<file path="src/rtl/edge_pe_task_port_pkg.sv">
// edge_pe_task_port_pkg
// Shared definitions for the Edge-PE task port: field widths, request type
// codes, the endpoint FSM state enum and packed views of the task and request
// packets. Everything that sizes the task/request packets lives here so the
// interface and the endpoint always agree.
package edge_pe_task_port_pkg;

   localparam int PACKET_W = 16;           // request packet width
   localparam int ADDR_W   = 10;           // edge base address field width
   localparam int CNT_W    = 4;            // edge count / edge index width
   localparam int TASK_W   = PACKET_W - 2; // task packet width (ADDR_W+CNT_W)

   localparam logic [1:0] REQ      = 2'b01;
   localparam logic [1:0] LAST_REQ = 2'b10;

   typedef enum logic [1:0] {
      ST_IDLE    = 2'd0,
      ST_ISSUE   = 2'd1,
      ST_COMPUTE = 2'd2
   } state_t;

   // Task packet as delivered by the reservation station.
   typedef struct packed {
      logic [CNT_W-1:0]  edge_count;   // 0 encodes 16 edges
      logic [ADDR_W-1:0] base_addr;
   } task_pkt_t;

   // Request packet sent toward the IMEM packet controller.
   typedef struct packed {
      logic [1:0]        req_type;
      logic [CNT_W-1:0]  edge_idx;
      logic [ADDR_W-1:0] addr;
   } req_pkt_t;

   // Builds the request for edge idx; the address wraps inside ADDR_W bits.
   function automatic req_pkt_t make_req(input logic [CNT_W-1:0]  idx,
                                         input logic [CNT_W-1:0]  last_idx,
                                         input logic [ADDR_W-1:0] base);
      req_pkt_t r;
      r.req_type = (idx == last_idx) ? LAST_REQ : REQ;
      r.edge_idx = idx;
      r.addr     = base + ADDR_W'(idx);
      return r;
   endfunction

endpackage

</file>
<file path="src/rtl/edge_pe_task_port_if.sv">
// edge_pe_task_port_if
// Bundles the task dispatch channel and the IMEM request channel seen by one
// Edge PE.
//   task_in_packet / task_in_valid : task from the reservation station
//   pe_idle                        : PE can take a new task
//   req_out_packet / req_out_valid : per-edge request strobe toward IMEM
//   bank_busy                      : target IMEM bank cannot accept a request
// Modports: master = dispatcher/IMEM side, slave = Edge-PE endpoint.
interface edge_pe_task_port_if;
   import edge_pe_task_port_pkg::*;

   logic [TASK_W-1:0]   task_in_packet;
   logic                task_in_valid;
   logic                pe_idle;
   logic [PACKET_W-1:0] req_out_packet;
   logic                req_out_valid;
   logic                bank_busy;

   modport master (
      output task_in_packet, task_in_valid, bank_busy,
      input  pe_idle, req_out_packet, req_out_valid
   );

   modport slave (
      input  task_in_packet, task_in_valid, bank_busy,
      output pe_idle, req_out_packet, req_out_valid
   );

endinterface

</file>
<file path="src/rtl/edge_pe_task_port.sv">
// edge_pe_task_port
// Edge-PE endpoint of the task dispatch / IMEM request interface. Takes one
// task (edge_count, base_addr), walks its edge list issuing one request per
// edge when the IMEM bank is free, and spends PROC_CYCLES cycles (strobe cycle
// included) computing on each edge before the next request.
// Ports:
//   clk        : clock
//   reset      : synchronous, active-high
//   abort      : flush the current task, return to idle
//   port       : task/request channel bundle (slave side)
//   tasks_done : completed-task counter, wraps 255 -> 0
//   overflow   : sticky, a task arrived while the PE was busy
// All outputs are registered. PROC_CYCLES legal range is 1..15.
module edge_pe_task_port
   import edge_pe_task_port_pkg::*;
#(
   parameter int PROC_CYCLES = 2
) (
   input  logic               clk,
   input  logic               reset,
   input  logic               abort,
   edge_pe_task_port_if.slave port,
   output logic [7:0]         tasks_done,
   output logic               overflow
);

   localparam logic [CNT_W-1:0] CNT_ONE   = CNT_W'(1);
   localparam logic [CNT_W-1:0] COMP_LOAD = CNT_W'(PROC_CYCLES - 1);

   state_t            state_reg, state_next;
   logic [CNT_W-1:0]  idx_reg, idx_next;
   logic [CNT_W-1:0]  last_idx_reg, last_idx_next;
   logic [CNT_W-1:0]  comp_cnt_reg, comp_cnt_next;
   logic [ADDR_W-1:0] base_reg, base_next;
   req_pkt_t          req_pkt_reg, req_pkt_next;
   logic              req_valid_reg, req_valid_next;
   logic              pe_idle_reg, pe_idle_next;
   logic              overflow_reg, overflow_next;
   logic [7:0]        tasks_done_reg, tasks_done_next;

   task_pkt_t task_pkt;
   logic      last_edge;
   logic      comp_done;

   assign task_pkt  = port.task_in_packet;
   assign last_edge = (idx_reg == last_idx_reg);
   assign comp_done = (comp_cnt_reg == '0);

   // State and datapath registers
   always_ff @(posedge clk) begin
      if (reset) begin
         state_reg      <= ST_IDLE;
         idx_reg        <= '0;
         last_idx_reg   <= '0;
         comp_cnt_reg   <= '0;
         base_reg       <= '0;
         req_pkt_reg    <= '0;
         req_valid_reg  <= 1'b0;
         pe_idle_reg    <= 1'b1;
         overflow_reg   <= 1'b0;
         tasks_done_reg <= '0;
      end else begin
         state_reg      <= state_next;
         idx_reg        <= idx_next;
         last_idx_reg   <= last_idx_next;
         comp_cnt_reg   <= comp_cnt_next;
         base_reg       <= base_next;
         req_pkt_reg    <= req_pkt_next;
         req_valid_reg  <= req_valid_next;
         pe_idle_reg    <= pe_idle_next;
         overflow_reg   <= overflow_next;
         tasks_done_reg <= tasks_done_next;
      end
   end

   // Next-state logic; abort overrides everything
   always_comb begin
      state_next = state_reg;
      if (abort) begin
         state_next = ST_IDLE;
      end else begin
         case (state_reg)
            ST_IDLE:    if (port.task_in_valid) state_next = ST_ISSUE;
            ST_ISSUE:   if (!port.bank_busy)    state_next = ST_COMPUTE;
            ST_COMPUTE: if (comp_done)          state_next = last_edge ? ST_IDLE : ST_ISSUE;
            default:                            state_next = ST_IDLE;
         endcase
      end
   end

   // Output / datapath next values
   always_comb begin
      idx_next        = idx_reg;
      last_idx_next   = last_idx_reg;
      comp_cnt_next   = comp_cnt_reg;
      base_next       = base_reg;
      req_pkt_next    = req_pkt_reg;     // packet holds between strobes
      req_valid_next  = 1'b0;
      pe_idle_next    = (state_next == ST_IDLE);
      overflow_next   = overflow_reg;
      tasks_done_next = tasks_done_reg;

      if (!abort) begin
         // A task offered while working is dropped and only flagged.
         if (port.task_in_valid && state_reg != ST_IDLE)
            overflow_next = 1'b1;

         case (state_reg)
            ST_IDLE: begin
               if (port.task_in_valid) begin
                  base_next     = task_pkt.base_addr;
                  // edge_count 0 means 16 edges: 0 - 1 wraps to 15.
                  last_idx_next = task_pkt.edge_count - CNT_ONE;
                  idx_next      = '0;
               end
            end
            ST_ISSUE: begin
               if (!port.bank_busy) begin
                  req_valid_next = 1'b1;
                  req_pkt_next   = make_req(idx_reg, last_idx_reg, base_reg);
                  comp_cnt_next  = COMP_LOAD;
               end
            end
            ST_COMPUTE: begin
               if (!comp_done)
                  comp_cnt_next = comp_cnt_reg - CNT_ONE;
               else if (!last_edge)
                  idx_next = idx_reg + CNT_ONE;
               else
                  tasks_done_next = tasks_done_reg + 8'd1;
            end
            default: ;
         endcase
      end
   end

   assign port.req_out_packet = req_pkt_reg;
   assign port.req_out_valid  = req_valid_reg;
   assign port.pe_idle        = pe_idle_reg;
   assign tasks_done          = tasks_done_reg;
   assign overflow            = overflow_reg;

endmodule

</file>
<file path="src/flat_wrapper.sv">
// flat-port wrapper written by rule: the top's interface ports become plain ports
module edge_pe_task_port_flat import edge_pe_task_port_pkg::*;
#(
   parameter int PROC_CYCLES = 2
)
  (clk, reset, abort, tasks_done, overflow, port_task_in_packet, port_task_in_valid, port_bank_busy, port_pe_idle, port_req_out_packet, port_req_out_valid);
  edge_pe_task_port_if port_i ();
  input  logic clk;
  input  logic reset;
  input  logic abort;
  output logic [7:0] tasks_done;
  output logic overflow;
  input wire logic [$bits(port_i.task_in_packet)-1:0] port_task_in_packet;
  input wire logic [$bits(port_i.task_in_valid)-1:0] port_task_in_valid;
  input wire logic [$bits(port_i.bank_busy)-1:0] port_bank_busy;
  output wire logic [$bits(port_i.pe_idle)-1:0] port_pe_idle;
  output wire logic [$bits(port_i.req_out_packet)-1:0] port_req_out_packet;
  output wire logic [$bits(port_i.req_out_valid)-1:0] port_req_out_valid;
  assign port_i.task_in_packet = port_task_in_packet;
  assign port_i.task_in_valid = port_task_in_valid;
  assign port_i.bank_busy = port_bank_busy;
  assign port_pe_idle = port_i.pe_idle;
  assign port_req_out_packet = port_i.req_out_packet;
  assign port_req_out_valid = port_i.req_out_valid;
  edge_pe_task_port #(.PROC_CYCLES(PROC_CYCLES)) u_core (.clk(clk), .reset(reset), .abort(abort), .port(port_i), .tasks_done(tasks_done), .overflow(overflow));
endmodule
</file>
<file path="config.mk">
export PLATFORM = sky130hd
export DESIGN_NAME = edge_pe_task_port_flat
export DESIGN_NICKNAME = d
export VERILOG_FILES = /design/src/rtl/edge_pe_task_port_pkg.sv /design/src/rtl/edge_pe_task_port_if.sv /design/src/rtl/edge_pe_task_port.sv /design/src/flat_wrapper.sv
export SDC_FILE = /design/constraint.sdc
export NUM_CORES = 1
export LEC_CHECK = 0
export ABC_AREA = 1
export BUFFER_PORTS_ARGS = -buffer_cell sky130_fd_sc_hd__buf_2
export CORE_MARGIN = 3
export CORE_UTILIZATION = 59
export DETAILED_ROUTE_END_ITERATION = 12
export GPL_TIMING_DRIVEN = 0
export PLACE_DENSITY = 0.84
export SLEW_MARGIN = 20
export SYNTH_ARGS = -nofsm -noshare
export SYNTH_HDL_FRONTEND = slang
export SYNTH_SLANG_ARGS = --single-unit
</file>
<file path="constraint.sdc">
create_clock -name clk -period 2.65 [get_ports clk]
set_clock_uncertainty 0.2 [all_clocks]
set_input_delay 0.1325 -clock clk [delete_from_list [all_inputs] [get_ports clk]]
set_output_delay 0.1325 -clock clk [all_outputs]
set_load 0.02 [all_outputs]
</file>
==> After elaboration in Yosys (flattened, before gate mapping) <==
Cells that the tools add are included.
{ "totals": {"register_bits": 51, "input_bits": 19, "output_inout_bits": 27, "wordCells": 57} }
{ "classes": {"addsub": 5, "eq_ne": 8, "mux": 15, "bitwise": 3, "n_reduce_logical": 14} }
{ "op_table": {"columns": ["op", "n"], "rows": [
  ["$mux W4", 5],
  ["$pmux W4 S2", 2],
  ["$add A10 B4 Y10", 1],
  ["$mux W2", 5],
  ["$add A8 B1 Y8 const B", 1],
  ["$ne A2 B2 Y1 const B", 4],
  ["$reduce_and A4 Y1", 2],
  ["$sub A4 B1 Y4 const B", 2],
  ["$pmux W2 S3", 1],
  ["$reduce_and A3 Y1", 2],
  ["$reduce_bool A2 Y1", 3],
  ["$reduce_and A5 Y1", 1],
  ["$add A4 B1 Y4 const B", 1],
  ["$eq A4 B4 Y1", 1],
  ["$logic_not A2 Y1", 2],
  ["$logic_not A4 Y1", 1],
  ["$not A1 Y1", 3],
  ["$reduce_or A3 Y1", 1],
  ["$eq A2 B1 Y1 const B", 1],
  ["$eq A2 B2 Y1 const B", 1],
  ["$mux W1", 2],
  ["$ne A2 B1 Y1 const B", 1],
  ["$reduce_and A2 Y1", 1],
  ["$logic_and A1 B1 Y1", 1]
]} }

==> Logic depth before layout (Yosys ltp) <==
Gate-level depths: netlist of run 1.
{ "logic_depth": {"ltp_word": 6, "ltp_mapped": 11, "mapped_depth_nobuf": 11} }

==> Worst setup path after synthesis of run 1 <==
OpenSTA, ideal clock, no wires.
{ "synth_timing": {"kind": "flip-flop to flip-flop", "startpoint": "register u_core.idx_reg[0]", "endpoint": "register u_core.req_pkt_reg, in the netlist u_core.port.req_out_packet[8]", "setup_ns": 0.115, "arrival_time_ns": 1.440, "required_time_ns": 2.335, "slack_ns": 0.894, "stages_incl_launch_ff": 9, "path_buffers": 0, "period_less_slack_ns": 1.756, "path_cell_list": "dfxtp_1 > ha_1 > fa_1 > nand3_1 > nand2_1 > nand2_1 > xnor2_1 > o21ai_0 > inv_1"} }
{ "synth_via": {"elab_chain_len": 1} }
{ "synth_rtl": {"columns": ["item", "line_no", "source"], "rows": [
  ["start: declaration", "edge_pe_task_port.sv:31", "logic [CNT_W-1:0] idx_reg, idx_next;"],
  ["start signal: assignment", "edge_pe_task_port.sv:64", "idx_reg <= idx_next;"],
  ["$add A10 B4 Y10", "edge_pe_task_port_pkg.sv:42", "r.addr = base + ADDR_W'(idx);"],
  ["end signal: assignment", "edge_pe_task_port.sv:68", "req_pkt_reg <= req_pkt_next;"],
  ["end: declaration", "edge_pe_task_port.sv:35", "req_pkt_t req_pkt_reg, req_pkt_next;"]
]} }
Every way passes these cells.
A chain may end at the register's enable or synchronous reset.

==> Worst setup path in the final report of run 1 <==
Ends and elaborated chain as after synthesis.

==> results of run 1 <==
-- report_power, final --
| group | internal (mW) | leakage [nW] | switching [mW] | total, mW |
|---|---|---|---|---|
| clock | 0.186 | 0.0422 | 0.241 | 0.427 |
| sequential | 0.788 | 0.414 | 0.0194 | 0.807 |
| combinational | 0.0715 | 1.04 | 0.107 | 0.179 |
| total | 1.04 | 1.50 | 0.368 | 1.41 |
-- layer usage --
| metal | up-vias | global-route usage [%] |
|---|---|---|
| met2 | 66 | 39.6 |
| li1 | 1299 | - |
| met4 | 0 | 7.31 |
| met3 | 8 | 4.02 |
| met5 | - | 0 |
| met1 | 1122 | 32.5 |
-- what timing repair did --
item | CTS | global route
hold buffers | 16 | 0
hold endpoints to repair | 22 | 0
setup endpoints to repair | 0 | 0
-- cells by family (layout without fill, tap and decap cells) --
kind of cell	after synthesis	count (layout)	synth area share, %
AO/OA/AOI/OAI	61	61	12.8
XOR/XNOR	9	9	3.05
adder cells (fa/ha/maj)	10	10	5.13
buffers and inverters	56	124	8.38
flip-flops	51	51	39.5
AND/OR/NAND/NOR	174	174	31.1
-- worst min-delay path, stage by stage --
cell	delay (ns)
buf_2	0.09
xor2_1	0.06
o21ai_0	0.14
a21oi_1	0.04
-- through the flow --
stage | utilization, % | setup WS, ns
after floorplan | - | 0.894
after global placement | 69.7 | 0.795
after detailed placement | 69.7 | 0.739
after CTS | 75.5 | 0.718
after global routing | 75.5 | 0.540
final | 75.5 | 0.722
-- worst min path at each step --
stage | cells after the start | slack [ns] | endpoint | from
CTS | 4 | 0.02 | u_core.last_idx_reg[2] | port_task_in_packet[12]
floorplan | 1 | 0.02 | u_core.last_idx_reg[0] | port_task_in_packet[10]
finish | 4 | 0.02 | u_core.last_idx_reg[2] | port_task_in_packet[12]
global route | 4 | 0.06 | u_core.overflow | abort
detailed placement | 2 | 0.13 | u_core.last_idx_reg[0] | port_task_in_packet[10]
global placement | 2 | 0.13 | u_core.last_idx_reg[0] | port_task_in_packet[10]
-- area by class of cell --
cell class	instances	share of cell area, %
multi-input cells	254	43.3
repair buffers	60	12.2
inverters	48	5.80
flip-flops and latches	51	32.9
clock inverters	1	0.161
clock buffers	7	2.46
well taps	50	2.01
plain buffers	8	1.17
-- cells in the final DEF, fill, tap and decap left out, types with 2 or more instances in the layout --
| cell | netlist | routed |
|---|---|---|
| a22o_1 | 2 | 2 |
| xnor2_1 | 5 | 5 |
| buf_2 | 5 | 49 |
| o21ai_0 | 31 | 31 |
| a31oi_1 | 2 | 2 |
| nand2_2 | 5 | 5 |
| dlygate4sd3_1 | 0 | 16 |
| nor2_4 | 3 | 3 |
| a21oi_1 | 22 | 22 |
| ha_1 | 9 | 9 |
| nand3_1 | 25 | 25 |
| nand4_1 | 6 | 6 |
| inv_2 | 5 | 5 |
| clkbuf_8 | 0 | 5 |
| nor2_2 | 3 | 3 |
| nor2_1 | 42 | 42 |
| nand2_1 | 82 | 82 |
| nor3_1 | 3 | 3 |
| dfxtp_1 | 51 | 51 |
| clkbuf_1 | 3 | 5 |
| inv_1 | 42 | 42 |
| xor2_1 | 4 | 4 |
==> impl_results.md, run 1 <==
* Worst setup SP type: flip-flop
* Root Buffer: clkbuf_8
* Clock sinks at 51
* Max reg flops at 16
* Die ar. at around 5200 um^2
* Crit path arrival time at 1.92 ns
* Worst Setup Path Type: flip-flop to flip-flop
* Routed wl met3 at 321 um
* Most numerous cell in the Yosys netlist: nand2_1
* RSZ-0062 raised after global routing: false
* P&R area growth vs syn at 20.3%
* Violation count after the first detailed-route iteration at 194
* CTS tree: done
* WL met1 at 2800 um
* Clk buf depth at 2
* Routed Antenna Nets at 0
* Crit-path cells: ha_1 > fa_1 > nand3_1 > nand2_1 > nand2_1 > xnor2_1 > o21ai_0 > inv_1
* Met2 routed WL at between 2000 and 3000 um
* Global Route Usage Sum at between 20% and 30%
* Total grt overflow at 0
* Highest metal used: met4
* Worst slew pin tran at 0.504 ns
* CP Depth at 8
* First drt pass iteration count at 4
* Boundary pin count at 46
* Synth warn at 0
* Status: finished clean
* Endpoints failing hold at 0
* Share of the synthesized area in the top cell type at between 30% and 40%
* Cells after synthesis at 361
* Cell area after synthesis at between 2000 and 3000 um^2
* Minimum clock period at 1.93 ns
* # Max-Cap Violations at 0
* Ant diodes at 0
* Post-synth EDFFs at 0
* Largest delay contributor family on the critical path: adder cells
* Yosys top cell by area: dfxtp_1
* Setup violators final at 0
* Nets at 457
* Reg2reg path depth at 8
* Synth area leaders: dfxtp_1 (40%), nand2_1 (12%), inv_1 (6.1%), nor2_1 (6.1%), o21ai_0 (6.0%)
* Synth top cells by count: nand2_1 (82), dfxtp_1 (51), inv_1 (42), nor2_1 (42), o21ai_0 (31)
* Routed WL at 5920 um
* Max VDD drop at 0.372 mV
* Worst min path class: input port to flip-flop
* Setup tns final at 0 ns
* Die Span X at 72.2 um
* Reg2reg setup slack at about 0.72 ns
* CTS H-tree lvls at 2
* Net Count, Synth at 390
* Register Area at between 1000 and 1500 um^2
* First-pass GRT wire length at approximately 10000 um
* Standard-cell row count at 23
* Static leakage at 1.50 nW
* Async set or reset register ratio after synthesis at 0%
* Antenna violations before repair at 0
* DP HPWL at 4220 um
* Die H at ~72 um
* Skew-Pair Late Insertion Delay at 0.30 ns
* Worst setup path endpoint: u_core.port.req_out_packet[8]
* Drt wl/cell at 12.4 um
* Number of CTS-inserted buffers at 5
* Post-CTS Resized at 0
* RR Startpoint: u_core.idx_reg[0]
* Setup bufs post-CTS at 0
* Design area at 3110 um^2
* Critical-path maximum fanout at 6
* Fillers at between 300 and 400
* Core Region at 4120 um^2
* Clk slew on worst S/H paths at roughly 0.090 ns
* PnR Total Power at 1.41 mW
* DR vias/cell at 5.21
* Worst-path cell with the longest stage delay: fa_1
* Cell count after placement at 455
* Placed Area at 2870 um^2
* Period utilization at 72.8%
* Non-Filler Instances at 479
* Sequential area share after synthesis at 39.5%
* Worst hold slack at 0.0203 ns
* Pins Over Slew Limit at 0
* Vias in the first global route at 2304
* Maximum number of pins on one net before global-route repair at 15
* Worst EP required at 2.64 ns
* Largest stage delay on the critical path at between 0.4 and 0.5 ns
* Syn avg cell area at just over 7 um^2
* I/O Buffers at 44
* Primary FF master, synth: dfxtp_1
* Max Freq at approximately 0.52 GHz
* Starting density of the core at 62.8%
* # DRC at 0
* CP bufs+invs at 1
* Share of layout cells above drive strength 1 at 18.2%
* Footprint of the multi-input gates at 1350 um^2
* P per Cell Area at 455 nW/um^2
* Crit Reg-Reg Endpoint: u_core.port.req_out_packet[8]
* Most used cell, CP: nand2_1
* Slew HR at 66.4%
* Vias at about 2500
* Final RePlAce weighted congestion at 0.883
* Crit. End Element: flip-flop
* Crit path launch: u_core.idx_reg[0]
* Synthesis-stage register bit count at 51
* Yosys cell types at 31
Power figures use the tool's default switching activity.
==> run 2: changes to the inputs <==
- CORE_UTILIZATION: 59 -> 55
- PLACE_DENSITY: 0.84 -> 0.79
- clock period: 2.65 -> 2 ns (I/O delays scaled with it)
==> impl_results.md, run 2 (synthesis results as in run 1) <==
* Status: finished clean
* Endpoints failing hold at 0 (unchanged)
* P&R area growth vs syn at 23.3%
* Vias in the first global route at 2147 (-6.8%)
* Boundary pin count at 46 (unchanged)
* Starting density of the core at 58.1% (-4.6 points)
* Routed Antenna Nets at 0 (unchanged)
* Max Freq at 0.536 GHz (+3.4%)
* Die H at 74.5 um (+3.3%)
* First drt pass iteration count at 4 (unchanged)
* DP HPWL at 4180 um (-0.93%)
* Setup tns final at 0 ns (unchanged)
* Final worst slack at 0.135 ns (-0.587 ns)
* PnR Total Power at 2.15 mW (+53%)
* Critical-path maximum fanout at 6 (unchanged)
* Skew-Pair Late Insertion Delay at 0.30 ns (about the same)
* I/O Buffers at 44 (unchanged)
* DR vias/cell at 5.18 (-0.47%)
* Share of layout cells above drive strength 1 at 18.8% (+0.61 points)
* Worst setup SP type: flip-flop
* Worst min path class: input port to flip-flop
* Violation count after the first detailed-route iteration at 126 (-35%)
* Final RePlAce weighted congestion at 0.893 (+1.1%)
* Die Span X at 74.5 um (+3.3%)
* Max VDD drop at 0.472 mV (+27%)
* # Max-Cap Violations at 0 (unchanged)
* Max reg flops at 16 (unchanged)
* Register Area at 1020 um^2 (+0.12%)
* # DRC at 0 (unchanged)
* First-pass GRT wire length at 9590 um (-4.9%)
* CTS H-tree lvls at 2 (unchanged)
* Worst Setup Path Type: flip-flop to flip-flop
* Period utilization at 93.3% (+20 points)
* Commonest non-fill, non-tap cell in the layout: nand2_1
* Leading cell types in the layout, fill and taps excluded: nand2_1 (82), dfxtp_1 (50), buf_2 (49)
* Minimum clock period at 1.87 ns (-0.0631 ns)
* Setup violators final at 0 (unchanged)
* Standard-cell row count at 24 (+4.3%)
* Worst EP required at 2.00 ns (-0.64 ns)
* RSZ-0062 raised after global routing: false
* Clock sinks at 51 (unchanged)
* Worst-path cell with the longest stage delay: fa_2
* CTS tree: done
* Crit. End Element: flip-flop
* Worst slew pin tran at 0.471 ns (-0.0327 ns)
* Slew HR at 68.6% (+2.2 points)
* Root Buffer: clkbuf_8
* Ant diodes at 0 (unchanged)
* Footprint of the multi-input gates at 1350 um^2 (+0.19%)
* Core Region at 4440 um^2 (+8.0%)
* Crit-path cells: ha_1 > fa_2 > nand3_1 > nand2_1 > nand2_1 > xnor2_1 > o21ai_0 > inv_1
* Antenna violations before repair at 0 (unchanged)
* Die ar. at 5560 um^2 (+6.7%)
* Largest stage delay on the critical path at 0.39 ns (-0.04 ns)
* Vias at 2504 (+0.36%)
* Nets at 459 (+0.44%)
* Total grt overflow at 0 (unchanged)
* Crit path arrival time at 1.87 ns (-0.05 ns)
* Most used cell, CP: nand2_1
* Routed WL at 5780 um (-2.4%)
* Clk slew on worst S/H paths at 0.09 ns (about the same)
* Pins Over Slew Limit at 0 (unchanged)
* Number of CTS-inserted buffers at 5 (unchanged)
* P per Cell Area at 676 nW/um^2 (+49%)
* Fillers at 372 (+16%)
* Global Route Usage Sum at 22.3% (-1.8 points)
* Clk buf depth at 2 (unchanged)
* Drt wl/cell at 12.0 um (-3.2%)
* Place WS at 0.0846 ns (-0.654 ns)
* Setup bufs post-CTS at 0 (unchanged)
* Maximum number of pins on one net before global-route repair at 16 (+1)
* Static leakage at 1.53 nW (+2.0%)
run 2: cell count changes in the layout (fill, tap and decap cells not counted), sizes merged:
| cell | delta |
|---|---|
| bufinv | +2 |
| clkbuf | -1 |
| clkinv | -1 |
| dlygate4sd3 | +2 |
run 2: area by class of cell:
cell class,instances,share of cell area [%]
multi-input combinational,254,42.3
sequential,51,32.1
timing repair buffer,62,12.6
inverter,48,5.66
clock buffer,6,2.28
tap,52,2.04
clock inverter,2,1.89
buffer,8,1.14
run 2: critical path, delay by kind of cell, from the launching register on:
kind / cells / cell delay [ns]
fa+ha+maj: 2 / 0.63
flops: 1 / 0.36
simple gates: 3 / 0.31
compound gates: 1 / 0.14
xor+xnor: 1 / 0.06
buf+inv: 1 / 0.06
run 2: through the flow:
step / hold slack [ns] / util (%) / instances / instance area (um^2)
floorplan: -0.00991 / - / 361 / 2580
global placement: 0.0952 / 64.6 / 457 / 2870
detailed placement: 0.102 / 64.6 / 457 / 2870
CTS: 0.0283 / 71.6 / 483 / 3180
global route: 0.0648 / 71.7 / 483 / 3190
finish: 0.0242 / 71.7 / 483 / 3190
run 2: path summary, 6_finish.rpt:
path | startpoint | to | slack (ns) | depth (start not counted)
worst min-delay path | abort | u_core.overflow | 0.02 | 4
worst max register to register | u_core.idx_reg[0] | u_core.port.req_out_packet[8] | 0.13 | 8
worst max-delay path | u_core.idx_reg[0] | u_core.port.req_out_packet[8] | 0.13 | 8
worst min register to register | u_core.port.req_out_packet[3] | u_core.port.req_out_packet[3] | 0.26 | 2
run 2: power by group:
group | total [mW] | leakage [nW] | internal (mW) | switching [mW]
registers | 1.07 | 0.415 | 1.04 | 0.0256
clock network | 0.845 | 0.0654 | 0.500 | 0.345
logic | 0.240 | 1.05 | 0.0986 | 0.142
total | 2.15 | 1.53 | 1.64 | 0.512
run 2: per-layer routing:
| layer | global-route usage (%) | part of all wire [%] |
|---|---|---|
| met2 | 34.7 | 46 |
| met4 | 5.53 | 1.0 |
| met1 | 31.3 | 48 |
| met3 | 5.00 | 5.2 |
| met5 | 0 | 0 |
run 2: timing repair:
item	CTS	global route
hold endpoints to repair	23	0
hold buffers	18	0
resized for setup	0	2
setup endpoints to repair	0	2
==> run 3: changes to the inputs <==
- BUFFER_PORTS_ARGS: -buffer_cell sky130_fd_sc_hd__buf_2 -> -buffer_cell sky130_fd_sc_hd__buf_4
- RECOVER_POWER: default -> 25
==> impl_results.md, run 3 (synthesis results as in run 1) <==
* First drt pass iteration count at 4 (unchanged)
* Ant diodes at 0 (unchanged)
* Setup tns final at 0 ns (unchanged)
* Status: finished clean
* # DRC at 0 (unchanged)
* Max VDD drop at 0.570 mV (+21%)
* Total grt overflow at 0 (unchanged)
* Cells on Worst Hold Path at 2 (-2)
* Placed Area at 2980 um^2 (+3.8%)
* Vias in the first global route at 2199 (+2.4%)
* Endpoints failing hold at 0 (unchanged)
* Die ar. at 5560 um^2 (unchanged)
* DR vias/cell at 5.19 (+0.10%)
* Skew-Pair Late Insertion Delay at 0.30 ns (about the same)
* Drt wl/cell at 12.7 um (+6.3%)
* Routed Antenna Nets at 0 (unchanged)
* Period utilization at 93.2% (about the same)
* Worst setup SP type: flip-flop
* Sequential power share at 55.9% (+6.3 points)
* CTS H-tree lvls at 2 (unchanged)
* Worst EP required at 2.00 ns (about the same)
* Pins Over Slew Limit at 0 (unchanged)
* Setup bufs post-CTS at 0 (unchanged)
* Final worst slack at 0.136 ns (+0.00137 ns)
* Design area at 3200 um^2 (+0.39%)
* Max reg flops at 16 (unchanged)
* Violation count after the first detailed-route iteration at 142 (+13%)
* Starting density of the core at 58.1% (unchanged)
* Die H at 74.5 um (unchanged)
* Worst slew pin tran at 0.499 ns (+0.0278 ns)
* Clk buf depth at 2 (unchanged)
* Maximum number of pins on one net before global-route repair at 16 (unchanged)
* Nets at 461 (+0.44%)
* Part of the power in the clock network at 30.8% (-8.4 points)
* Static leakage at 1.45 nW (-5.5%)
* Max Freq at 0.537 GHz (about the same)
* Commonest non-fill, non-tap cell in the layout: nand2_1
* Critical-path maximum fanout at 6 (unchanged)
* Number of CTS-inserted buffers at 5 (unchanged)
* Fillers at 403 (+8.3%)
* Standard-cell row count at 24 (unchanged)
* RSZ-0062 raised after global routing: false
* Global Route Usage Sum at 23.2% (+0.90 points)
* Switching part of the total power at 27.1% (+3.3 points)
* Worst Setup Path Type: flip-flop to flip-flop
* I/O Buffers at 44 (unchanged)
* DP HPWL at 4410 um (+5.5%)
* Setup violators final at 0 (unchanged)
* P&R area growth vs syn at 23.8%
* Crit. End Element: flip-flop
* CTS tree: done
* # Max-Cap Violations at 0 (unchanged)
* Comb power frac at 13.3% (+2.1 points)
* Core Region at 4440 um^2 (unchanged)
* Vias at 2517 (+0.52%)
* Place WS at 0.0627 ns (-0.0219 ns)
* First-pass GRT wire length at 9870 um (+2.9%)
* Minimum clock period at 1.86 ns (-0.00137 ns)
* Worst min path class: flip-flop to flip-flop
* P per Cell Area at 599 nW/um^2 (-11%)
* Die Span X at 74.5 um (unchanged)
* Slew HR at 66.7% (-1.9 points)
* Leading cell types in the layout, fill and taps excluded: nand2_1 (82), dfxtp_1 (49), inv_1 (42), nor2_1 (42), o21ai_0 (31)
* Antenna violations before repair at 0 (unchanged)
* Reg2reg path depth at 8 (unchanged)
* Root Buffer: clkbuf_8
* P_sw at 0.518 mW (+1.2%)
* Share of layout cells above drive strength 1 at 14.5% (-4.2 points)
* Routed WL at 6160 um (+6.7%)
* Clock sinks at 51 (unchanged)
* Crit path arrival time at 1.87 ns (about the same)
* Final RePlAce weighted congestion at 0.841 (-5.8%)
* Boundary pin count at 46 (unchanged)
* Int Pwr at 1.40 mW (-15%)
* Clk slew on worst S/H paths at 0.09 ns (about the same)
## run 3: cell types whose count changed in the layout (fill, tap and decap cells not counted)
cell / before / now
clkinv_2: 0 / 1
buf_2: 49 / 5
clkinvlp_4: 0 / 1
dlygate4sd3_1: 18 / 20
bufinv_16: 2 / 0
clkbuf_1: 4 / 23
buf_4: 0 / 25
dfxtp_1: 50 / 49
dfxtp_2: 1 / 2
## run 3: metal layers
layer	share of wire, %	GRT usage (%)	vias up
met4	1.8	8.10	0
met5	0	0	-
met1	46	30.5	1135
li1	-	-	1301
met3	6.0	4.19	9
met2	46	38.1	72
## run 3: worst max-delay path, stage by stage, from the launching register on
cell	delay, ns
dfxtp_2	0.36
ha_1	0.24
fa_2	0.39
nand4_1	0.11
o21ai_0	0.14
nand2_1	0.09
nand2_1	0.04
o21ai_0	0.14
inv_1	0.05
## run 3: worst paths after layout
check | startpoint | end | slack [ns]
setup / recovery | u_core.idx_reg[0] | u_core.port.req_out_packet[6] | 0.14
hold / removal | u_core.port.req_out_packet[4] | u_core.port.req_out_packet[4] | 0.25
setup reg to reg | u_core.idx_reg[0] | u_core.port.req_out_packet[6] | 0.14
hold reg to reg | u_core.port.req_out_packet[4] | u_core.port.req_out_packet[4] | 0.25
## run 3: timing repair
action                                 CTS  global route
hold buffers                            20             0
endpoints found under the hold margin   24             0
gates resized for setup                  0             3
setup endpoints to repair                0             3
## run 3: power groups by stage
stage	logic, mW	registers [mW]	clock network [mW]
after floorplan	0.144	1.09	0
after global placement	0.218	1.09	0
after detailed placement	0.223	1.09	0
after CTS	0.256	1.07	0.595
after global routing	0.285	1.07	0.641
final	0.255	1.07	0.591
## run 3: cell type report
| cell class | instances | area [um^2] | share of cell area, % |
|---|---|---|---|
| multi-input cells | 254 | 1350 | 42.2 |
| flip-flops and latches | 51 | 1020 | 32.0 |
| repair buffers | 64 | 459 | 14.4 |
| inverters | 48 | 180 | 5.63 |
| clock buffers | 6 | 72.6 | 2.27 |
| well taps | 52 | 65.1 | 2.03 |
| plain buffers | 8 | 36.3 | 1.13 |
| clock inverters | 2 | 12.5 | 0.391 |
## run 3: metrics by stage
| stage | utilization (%) | hold WS [ns] | cells | power, mW |
|---|---|---|---|---|
| floorplan | - | -0.00991 | 361 | 1.24 |
| global placement | 67.0 | 0.0880 | 457 | 1.31 |
| detailed placement | 67.0 | 0.0926 | 457 | 1.32 |
| CTS | 73.5 | 0.258 | 485 | 1.92 |
| global route | 72.0 | 0.282 | 485 | 2.00 |
| finish | 72.0 | 0.252 | 485 | 1.92 |
